## src/rtl/wfg_drive_spi_arb.sv

```systemverilog
// Two-source AXI-Stream arbiter feeding the SPI drive stream; frame-locked grants, fixed or round-robin.
// Optional per-source completed-frame counters are built when WFG_DRIVE_SPI_ARB_STATS_EN is defined.
module wfg_drive_spi_arb #(
    parameter int AXIS_DATA_WIDTH = 32
) (
    input  logic                       wb_clk_i,
    input  logic                       wb_rst_i,
    input  logic                       ctrl_en_i,
    input  logic                       cfg_rr_i,
    input  logic                       s0_axis_tvalid_i,
    input  logic                       s0_axis_tlast_i,
    input  logic [AXIS_DATA_WIDTH-1:0] s0_axis_tdata_i,
    output logic                       s0_axis_tready_o,
    input  logic                       s1_axis_tvalid_i,
    input  logic                       s1_axis_tlast_i,
    input  logic [AXIS_DATA_WIDTH-1:0] s1_axis_tdata_i,
    output logic                       s1_axis_tready_o,
    output logic                       m_axis_tvalid_o,
    output logic                       m_axis_tlast_o,
    output logic [AXIS_DATA_WIDTH-1:0] m_axis_tdata_o,
    input  logic                       m_axis_tready_i,
    output logic [1:0]                 grant_o,
    output logic [15:0]                frame_cnt0_o,
    output logic [15:0]                frame_cnt1_o
);

    typedef enum logic [1:0] {
        IDLE = 2'd0,
        GNT0 = 2'd1,
        GNT1 = 2'd2
    } state_t;

    state_t     state;
    logic       last_ptr;
    logic [1:0] grant_q;
    logic       pick1;
    logic       eof0;
    logic       eof1;

    assign eof0 = (state == GNT0) && s0_axis_tvalid_i && m_axis_tready_i && s0_axis_tlast_i;
    assign eof1 = (state == GNT1) && s1_axis_tvalid_i && m_axis_tready_i && s1_axis_tlast_i;

    // Winner of the IDLE decision; only consulted when at least one source is valid.
    always_comb begin
        if (cfg_rr_i && s0_axis_tvalid_i && s1_axis_tvalid_i)
            pick1 = ~last_ptr;
        else
            pick1 = ~s0_axis_tvalid_i;
    end

    // NOTE: sequential state uses non-blocking assignments so every register samples pre-edge values.
    always_ff @(posedge wb_clk_i) begin
        if (wb_rst_i) begin
            state    <= IDLE;
            last_ptr <= 1'b1;
            grant_q  <= 2'b00;
        end else begin
            case (state)
                IDLE: begin
                    if (ctrl_en_i && (s0_axis_tvalid_i || s1_axis_tvalid_i)) begin
                        last_ptr <= pick1;
                        if (pick1) begin
                            state   <= GNT1;
                            grant_q <= 2'b10;
                        end else begin
                            state   <= GNT0;
                            grant_q <= 2'b01;
                        end
                    end
                end
                GNT0: begin
                    if (eof0) begin
                        state   <= IDLE;
                        grant_q <= 2'b00;
                    end
                end
                GNT1: begin
                    if (eof1) begin
                        state   <= IDLE;
                        grant_q <= 2'b00;
                    end
                end
                default: begin
                    state   <= IDLE;
                    grant_q <= 2'b00;
                end
            endcase
        end
    end

    assign grant_o = grant_q;

    // NOTE: every output gets a default first so the mux cannot infer a latch.
    always_comb begin
        m_axis_tvalid_o  = 1'b0;
        m_axis_tlast_o   = 1'b0;
        m_axis_tdata_o   = '0;
        s0_axis_tready_o = 1'b0;
        s1_axis_tready_o = 1'b0;
        case (state)
            GNT0: begin
                m_axis_tvalid_o  = s0_axis_tvalid_i;
                m_axis_tlast_o   = s0_axis_tlast_i;
                m_axis_tdata_o   = s0_axis_tdata_i;
                s0_axis_tready_o = m_axis_tready_i;
            end
            GNT1: begin
                m_axis_tvalid_o  = s1_axis_tvalid_i;
                m_axis_tlast_o   = s1_axis_tlast_i;
                m_axis_tdata_o   = s1_axis_tdata_i;
                s1_axis_tready_o = m_axis_tready_i;
            end
            default: ;
        endcase
    end

`ifdef WFG_DRIVE_SPI_ARB_STATS_EN
    logic [15:0] cnt0;
    logic [15:0] cnt1;

    // Counters saturate rather than wrap so a long run never reads as few frames.
    always_ff @(posedge wb_clk_i) begin
        if (wb_rst_i) begin
            cnt0 <= 16'h0000;
            cnt1 <= 16'h0000;
        end else begin
            if (eof0 && (cnt0 != 16'hFFFF))
                cnt0 <= cnt0 + 16'h0001;
            if (eof1 && (cnt1 != 16'hFFFF))
                cnt1 <= cnt1 + 16'h0001;
        end
    end

    assign frame_cnt0_o = cnt0;
    assign frame_cnt1_o = cnt1;
`else
    assign frame_cnt0_o = 16'h0000;
    assign frame_cnt1_o = 16'h0000;
`endif

endmodule

```

## config.mk

```make
export PLATFORM = sky130hd
export DESIGN_NAME = wfg_drive_spi_arb
export DESIGN_NICKNAME = d
export VERILOG_FILES = /design/src/rtl/wfg_drive_spi_arb.sv
export SDC_FILE = /design/constraint.sdc
export NUM_CORES = 1
export LEC_CHECK = 0
export CORE_MARGIN = 8
export CORE_UTILIZATION = 26
export DETAILED_ROUTE_END_ITERATION = 8
export GPL_TIMING_DRIVEN = 0
export PLACE_DENSITY = 0.88
export SYNTH_ARGS = -nofsm -noshare
export SYNTH_HDL_FRONTEND = slang
export SYNTH_SLANG_ARGS = --single-unit
```

## constraint.sdc

```tcl
create_clock -name wb_clk_i -period 3.77 [get_ports wb_clk_i]
set_input_delay 0.754 -clock wb_clk_i [delete_from_list [all_inputs] [get_ports wb_clk_i]]
set_output_delay 0.754 -clock wb_clk_i [all_outputs]
set_load 0.02 [all_outputs]
```

## Word level (Yosys, flattened, before mapping)

Index checks and enable logic that the tools add are counted.

- Equal/unequal tests: 5
- Bitwise gates (word level): 2
- Reduce and logical (&&, ||, !) cells: 13
- Multiplexer cells: 11

Operators with widths:

| operator | count |
|---|---|
| one-hot mux 32 bit (2 select lines) | 1 |
| logical AND 1 bit | 9 |
| two-way mux 2 bit | 4 |
| != test 2 bit (second input constant) | 3 |
| one-hot mux 2 bit (3 select lines) | 1 |
| one-hot mux 1 bit (2 select lines) | 2 |
| two-way mux 1 bit | 3 |
| AND reduction 3 bit | 1 |
| == test 2 x 1 -> 1 bit (second input constant) | 1 |
| == test 2 bit (second input constant) | 1 |
| logical NOT 2 bit | 1 |
| inverter 1 bit | 2 |
| AND reduction 2 bit | 1 |
| logical OR 1 bit | 1 |

- Input port bits: 73
- Logic and storage cells: 33
- Register bits after elaboration: 3
- Output and inout port bits: 70

## Logic depth before layout (Yosys ltp)

- Depth in word-level cells: 6
- Gate-level depth with buffers: 6
- Gate-level depth less buffers: 5

## Worst setup path before layout

OpenSTA, ideal clock, no wires.

- Path kind: reg2out
- From: register grant_o[0] (netlist name)
- To: output port m_axis_tdata_o[2]
- Setup slack: 1.380 ns
- Buffers on the path: 2
- Cell stages (with the launch flop): 6
- Required time: 3.016 ns
- Arrival time: 1.636 ns
- Path through: dfxtp_1 -> ha_1 -> clkbuf_1 -> clkbuf_1 -> a22oi_1 -> nor2b_1

RTL lines:

| what | line | RTL |
|---|---|---|
| end, declared | 20 | `output logic [AXIS_DATA_WIDTH-1:0] m_axis_tdata_o,` |

==> impl_metrics.toml <==
[sta]
finalSetupViolations = 0
clock.fmax_ghz = 0.3065
min_period_over_period_pct = 86.54
finClkSkew_ps = 3.317
setup_ws_ps = 507.5
rsz0062_at_grt = "false"
tns_ps = 0
finalHoldViolations = 0
maxSlewViolCount = 0
period_needed_ps = 3263

[synth]
seq_area_frac_synth_pct = 6.091
syn_avg_cell_area_um2 = 7.093
synth_seq_cells = 3
synthesis.area_um2 = 985.9
synth_cells = 139
synth.distinct_cells = 23
ys.warnings.count = 0

[clock_network]
cts_resized = 0
cts_tree = "done"
path_clk_slew_ps = 30
clk_path_buf_depth = 2
cts_hold_buffers = 0
htree_levels = 1
cts.sinks = 3
clk_latency_ps = 220
postCtsSetupRepairBufs = 0
cts-root-buf = "clkbuf_8"
cts_buffers = 3

[detailed_routing]
via_per_inst = 4.265
drt-initial-drc-count = 56
postRouteAntennaNets = 0
wl_per_cell_um = 14.36
vias = 1416
drt-total-wl_mm = 4.767
drcViolationCount = 0
dr.pass1.iters = 4

[global_route]
grt_use_total_pct = 14.53
grt_pass1_vias = 1549
grt_pass1_wl_mm = 7.314
grt_max_degree = 11
grt_antenna_before_repair = 0
overflow = 0

[min_path]
min_to = "grant_o[0]$_SDFFE_PP0P_"
worstHoldStart = "grant_o[0]$_SDFFE_PP0P_"
hold-path-cell-count = 2
hold_path_class = "flip-flop to flip-flop"

[placement]
finalWeightedCongestion = 0.7676
dpl_worst_slack_ps = 687.6
hpwl_mm = 4.176
io_buffer_count = 110

[run]
max_cap_violations = 0

[floorplan]
fp.dieH_um = 77.58
fp.dieW_um = 77.58
die_area_um2 = 6019
start_util_pct = 26.93
io_pins = 143
row_count = 22
coreArea_um2 = 3661

[critical_path]
path_class = "flip-flop to output pin"
max_stage_delay_ps = 640
r2r_cells = 5
crit_family = "buffers and inverters"
worst-r2r-setup-slack_ps = 1880
cp-end-kind = "output pin"
crit-reg2reg-launch = "grant_o[0]$_SDFFE_PP0P_"
crit_buf_inv = 4
startpoint_type = "flip-flop"
cp.required_ps = 3020
crit_top_cell = "clkbuf_1"
crit_fanout = 10
worstPathCellList = "inv_1 > ha_1 > clkbuf_1 > clkbuf_1 > a22oi_1 > nor2b_1 > clkdlybuf4s50_1"
worstReg2RegEnd = "grant_o[1]$_SDFFE_PP0P_"
cpMaxStageDelayCell = "clkdlybuf4s50_1"
worstPathArrival_ps = 2510

[cells_and_area]
drive_above_1_share_pct = 12.68
area_growth_pct = 134.1
antennaDiodeCount = 0
nNetsFinal = 361

[pwr]
p_per_area_nw_per_um2 = 313.4
ir_drop_v = 0.0002521
p_leak_nw = 0.8941

[run_status]
status = "finished, final reports clean"
cell usage after synthesis:
cell type / n / area, µm²
a21o_1: 1 / 7.510
a21oi_1: 1 / 5.000
a222oi_1: 1 / 10.01
a22oi_1: 34 / 255.2
a31o_2: 1 / 8.760
and2_1: 2 / 12.51
and3_1: 1 / 6.260
buf_1: 1 / 3.750
buf_4: 32 / 240.2
clkbuf_1: 10 / 37.54
conb_1: 1 / 3.750
dfxtp_1: 3 / 60.06
ha_1: 3 / 37.54
inv_1: 2 / 7.510
mux2_1: 1 / 11.26
mux2i_1: 1 / 10.01
nand2b_1: 2 / 12.51
nand3_1: 2 / 10.01
nand3b_1: 1 / 7.510
nand4b_1: 1 / 8.760
nor2_1: 2 / 7.510
nor2b_1: 34 / 212.7
o21ai_0: 2 / 10.01
registers in the layout (all words and copies together), names as in the netlist:
| name | flops |
|---|---|
| grant_o | 2 |
| last_ptr | 1 |
per-layer routing:
layer	global-route usage (%)	vias to the layer above	wire (µm)
met1	14.49	622	1791
met2	26.90	75	2445
met5	0	-	0
li1	-	715	-
met3	6.567	4	486
met4	3.019	0	44
how the worst max path moves through the flow:
stage | start | end | slack, ps | cells past startpoint
after global placement | grant_o[1]$_SDFFE_PP0P_ | m_axis_tdata_o[21] | 760 | 7
after global routing | grant_o[0]$_SDFFE_PP0P_ | m_axis_tdata_o[29] | 290 | 7
final | grant_o[0]$_SDFFE_PP0P_ | m_axis_tdata_o[29] | 510 | 7
after detailed placement | grant_o[0]$_SDFFE_PP0P_ | m_axis_tdata_o[29] | 690 | 7
after CTS | grant_o[0]$_SDFFE_PP0P_ | m_axis_tdata_o[29] | 460 | 7
after floorplan | grant_o[0]$_SDFFE_PP0P_ | m_axis_tdata_o[2] | 1380 | 5
report_power, final:
group | switching, W | leakage, nW | internal, W
logic | 0.000288 | 0.847 | 0.000295
registers | 0.00000654 | 0.0247 | 0.0000394
clock network | 0.0000217 | 0.0228 | 0.0000722
total | 0.000317 | 0.894 | 0.000407
logic make-up after synthesis:
group	synth area share [%]
and+or+nand+nor	28.17
DFF	6.092
muxes	2.157
other	0.3803
buffers and inverters	29.32
adders and majority gates	3.808
AOI/OAI and AO/OA	30.08
tightest hold or removal path, cell delays in order, from the launching register on:
cell	delay (ps)
dfxtp_1	330
nand2b_1	80
mux2i_1	60
cells in the final DEF (no fill, tap or decap):
cell type        Yosys  layout
a31o_2               1       1
a21oi_1              1       1
and3_1               1       1
clkbuf_8             0       3
a222oi_1             1       1
mux2_1               1       1
ha_1                 3       3
nand2b_1             2       2
nand3b_1             1       1
nor2_1               2       2
nand3_1              2       2
inv_1                2       2
nand4b_1             1       1
buf_1                1       1
conb_1               1      32
mux2i_1              1       1
nor2b_1             34      34
a22oi_1             34      34
clkdlybuf4s50_1      0     110
a21o_1               1       1
dfxtp_1              3       3
o21ai_0              2       2
clkbuf_1            10      11
buf_4               32      32
and2_1               2       2
final cells by class:
type	count	area, µm²
well taps	48	60.06
fillers	339	1353
clock buffers	4	45.04
plain buffers	43	281.5
multi-input cells	122	753.2
inverters	2	7.507
repair buffers	110	1101
flip-flops and latches	3	60.06
through the flow:
stage / power [W] / instance area, µm² / util, % / std cells / hold slack, ps
after floorplan: 0.0003968 / 1102 / - / 170 / 542.4
after global placement: 0.0006257 / 2263 / 61.82 / 328 / 507.6
after detailed placement: 0.0006332 / 2263 / 61.82 / 328 / 517.6
after CTS: 0.0007297 / 2308 / 63.06 / 332 / 524.9
after global routing: 0.0007774 / 2308 / 63.06 / 332 / 548.3
final: 0.0007234 / 2308 / 63.06 / 332 / 522.5
Note: power is estimated with default switching activity, not from simulation.
==> edit (config.mk and constraints unchanged) <==
The parameter `AXIS_DATA_WIDTH` goes from 32 to 48.
--- a/src/rtl/wfg_drive_spi_arb.sv
+++ b/src/rtl/wfg_drive_spi_arb.sv
@@ -1,7 +1,7 @@
 // Two-source AXI-Stream arbiter feeding the SPI drive stream; frame-locked grants, fixed or round-robin.
 // Optional per-source completed-frame counters are built when WFG_DRIVE_SPI_ARB_STATS_EN is defined.
 module wfg_drive_spi_arb #(
-    parameter int AXIS_DATA_WIDTH = 32
+    parameter int AXIS_DATA_WIDTH = 48
 ) (
     input  logic                       wb_clk_i,
     input  logic                       wb_rst_i,
Interface: changed (resized m_axis_tdata_o, s0_axis_tdata_i and s1_axis_tdata_i); port bits go from 143 to 191. No check against the original RTL was run, so the function may have changed too.
==> edit against the unedited design <==
- register-to-register slack better by 0.08 ns
- core utilization up 2.6 points
- design area up 32%
- setup slack better by 0.062 ns
- count of clock-buffer cells in the layout unchanged
- sequential cell count unchanged
- die area up 19%
- clock power down 3.1%
- global-route usage up 2.8 points
- power up 29%
- synthesized area up 25%
- routed wire length up 41%
- largest power group unchanged
==> edit: results (changes against the unedited design) <==
- Outcome: complete, no violations
- Via/cell ratio: 4.66 (+9.3%)
- Synth top area cells: a22oi_1, nor2b_1, buf_4
- Total number of vias: 1976 (+40%)
- DRT Pass-1 Iters: 4 (unchanged)
- P_leak: 1.11 nW (+25%)
- Worst path max stage delay: 0.63 ns
- Final #Nets: 479 (+33%)
- CP max stage cell: clkdlybuf4s50_1
- Wl on met1: 2280 µm (+27%)
- Grt met1 use: 0.152 (+0.00751)
- Hold path depth: 2 (unchanged)
- Skew final: 0.00288 ns (-0.000442 ns)
- M3 GR Usage: 0.0859 (+0.0202)
- Pin count of the biggest net entering global routing: 11 (unchanged)
- Yosys cell types: 22 (-4.3%)
- Global Route Usage Sum: 0.173 (+0.0279)
- Post-place setup slack: 0.733 ns (+0.0454 ns)
- Post-cts resize count: 0 (unchanged)
- Met2 usage in global routing: 0.337 (+0.0681)
- DRT iter0 DRCs: 65 (+16%)
- R2R Setup Slk: 1.96 ns (+0.08 ns)
- Share of flip-flops with an asynchronous set or reset: 0 (unchanged)
- Share of the synthesized area in the top cell type: 0.305 (+0.0466)
- WL final: 6720 µm (+41%)
- Critical Path AT: 2.45 ns (-0.06 ns)
- Hpwl dp: 5940 µm (+42%)
- Highest routed layer: met4
- First-pass GRT wire length: 10200 µm (+39%)
- Clock root cell: clkbuf_8
- Syn. warnings: 0 (unchanged)
- WL met3: 828 µm (+70%)
- Seq/Total Area, Yosys: 0.0489 (-0.0120)
- Worst min path class: reg -> reg
- Peak supply drop: 183 µV (-27%)
- Worst Setup SP: grant_o[1]
- Setup Buffers After CTS: 0 (unchanged)
- Commonest cells post-synth: a22oi_1, nor2b_1, buf_4
- Vias in the first global route: 2113 (+36%)
- Met2 WL: 3550 µm (+45%)
- Clock Latency Late Sink: 0.21 ns
- Max reg flops: 2 (unchanged)
- Dpl cells: 420 (+28%)
- Layout cells sized above 1: 0.0973 (-0.0295)
- Routability cong.: 0.750 (-2.3%)
- HP Start: grant_o[0]
- Port bufs: 158 (+44%)
- Synth Instances: 177 (+27%)
- Initial antenna violation count: 0 (unchanged)
==> edit: cell types whose count changed after synthesis, sizes merged <==
cell,delta
clkbuf,+7
buf,-1
nor2b,+16
a22oi,+16
==> edit: how the worst max path moves through the flow <==
stage                     slack, ns  cells past startpoint            endpoint
after floorplan                1.43                      5   m_axis_tdata_o[0]
after global placement         0.79                      7  m_axis_tdata_o[25]
after detailed placement       0.73                      7  m_axis_tdata_o[25]
after CTS                      0.48                      7  m_axis_tdata_o[25]
after global routing           0.32                      7  m_axis_tdata_o[25]
final                          0.57                      7  m_axis_tdata_o[25]
==> edit: cell families after synthesis <==
kind of cell	count (synthesis)	synth area share
simple gates	61	0.308
compound gates	56	0.339
buf+inv	51	0.254
fa+ha+maj	3	0.0306
other cells	1	0.00305
flops	3	0.0489
mux	2	0.0173
==> edit: tightest hold or removal path, stage by stage, from the launching register on <==
cell and delay (ns):
dfxtp_1 0.33, nand2b_1 0.08, mux2i_1 0.06
==> edit: stage by stage <==
| stage | cell area, µm² | hold slack (ns) |
|---|---|---|
| global route | 3040 | 0.573 |
| detailed placement | 2990 | 0.529 |
| finish | 3040 | 0.526 |
| CTS | 3040 | 0.532 |
| global placement | 2990 | 0.502 |
| floorplan | 1350 | 0.542 |
==> edit: report_power, final <==
group / leakage [nW] / switching [mW] / internal (mW)
clock network: 0.0228 / 0.0191 / 0.0719
logic: 1.07 / 0.389 / 0.404
registers: 0.0247 / 0.00679 / 0.0394
==> edit: final cells by class <==
cell class	count	area, µm²
fillers	402	1590
repair buffers	158	1580
multi-input cells	154	973
plain buffers	49	304
well taps	54	67.6
flip-flops and latches	3	60.1
clock buffers	4	45.0
inverters	2	7.51
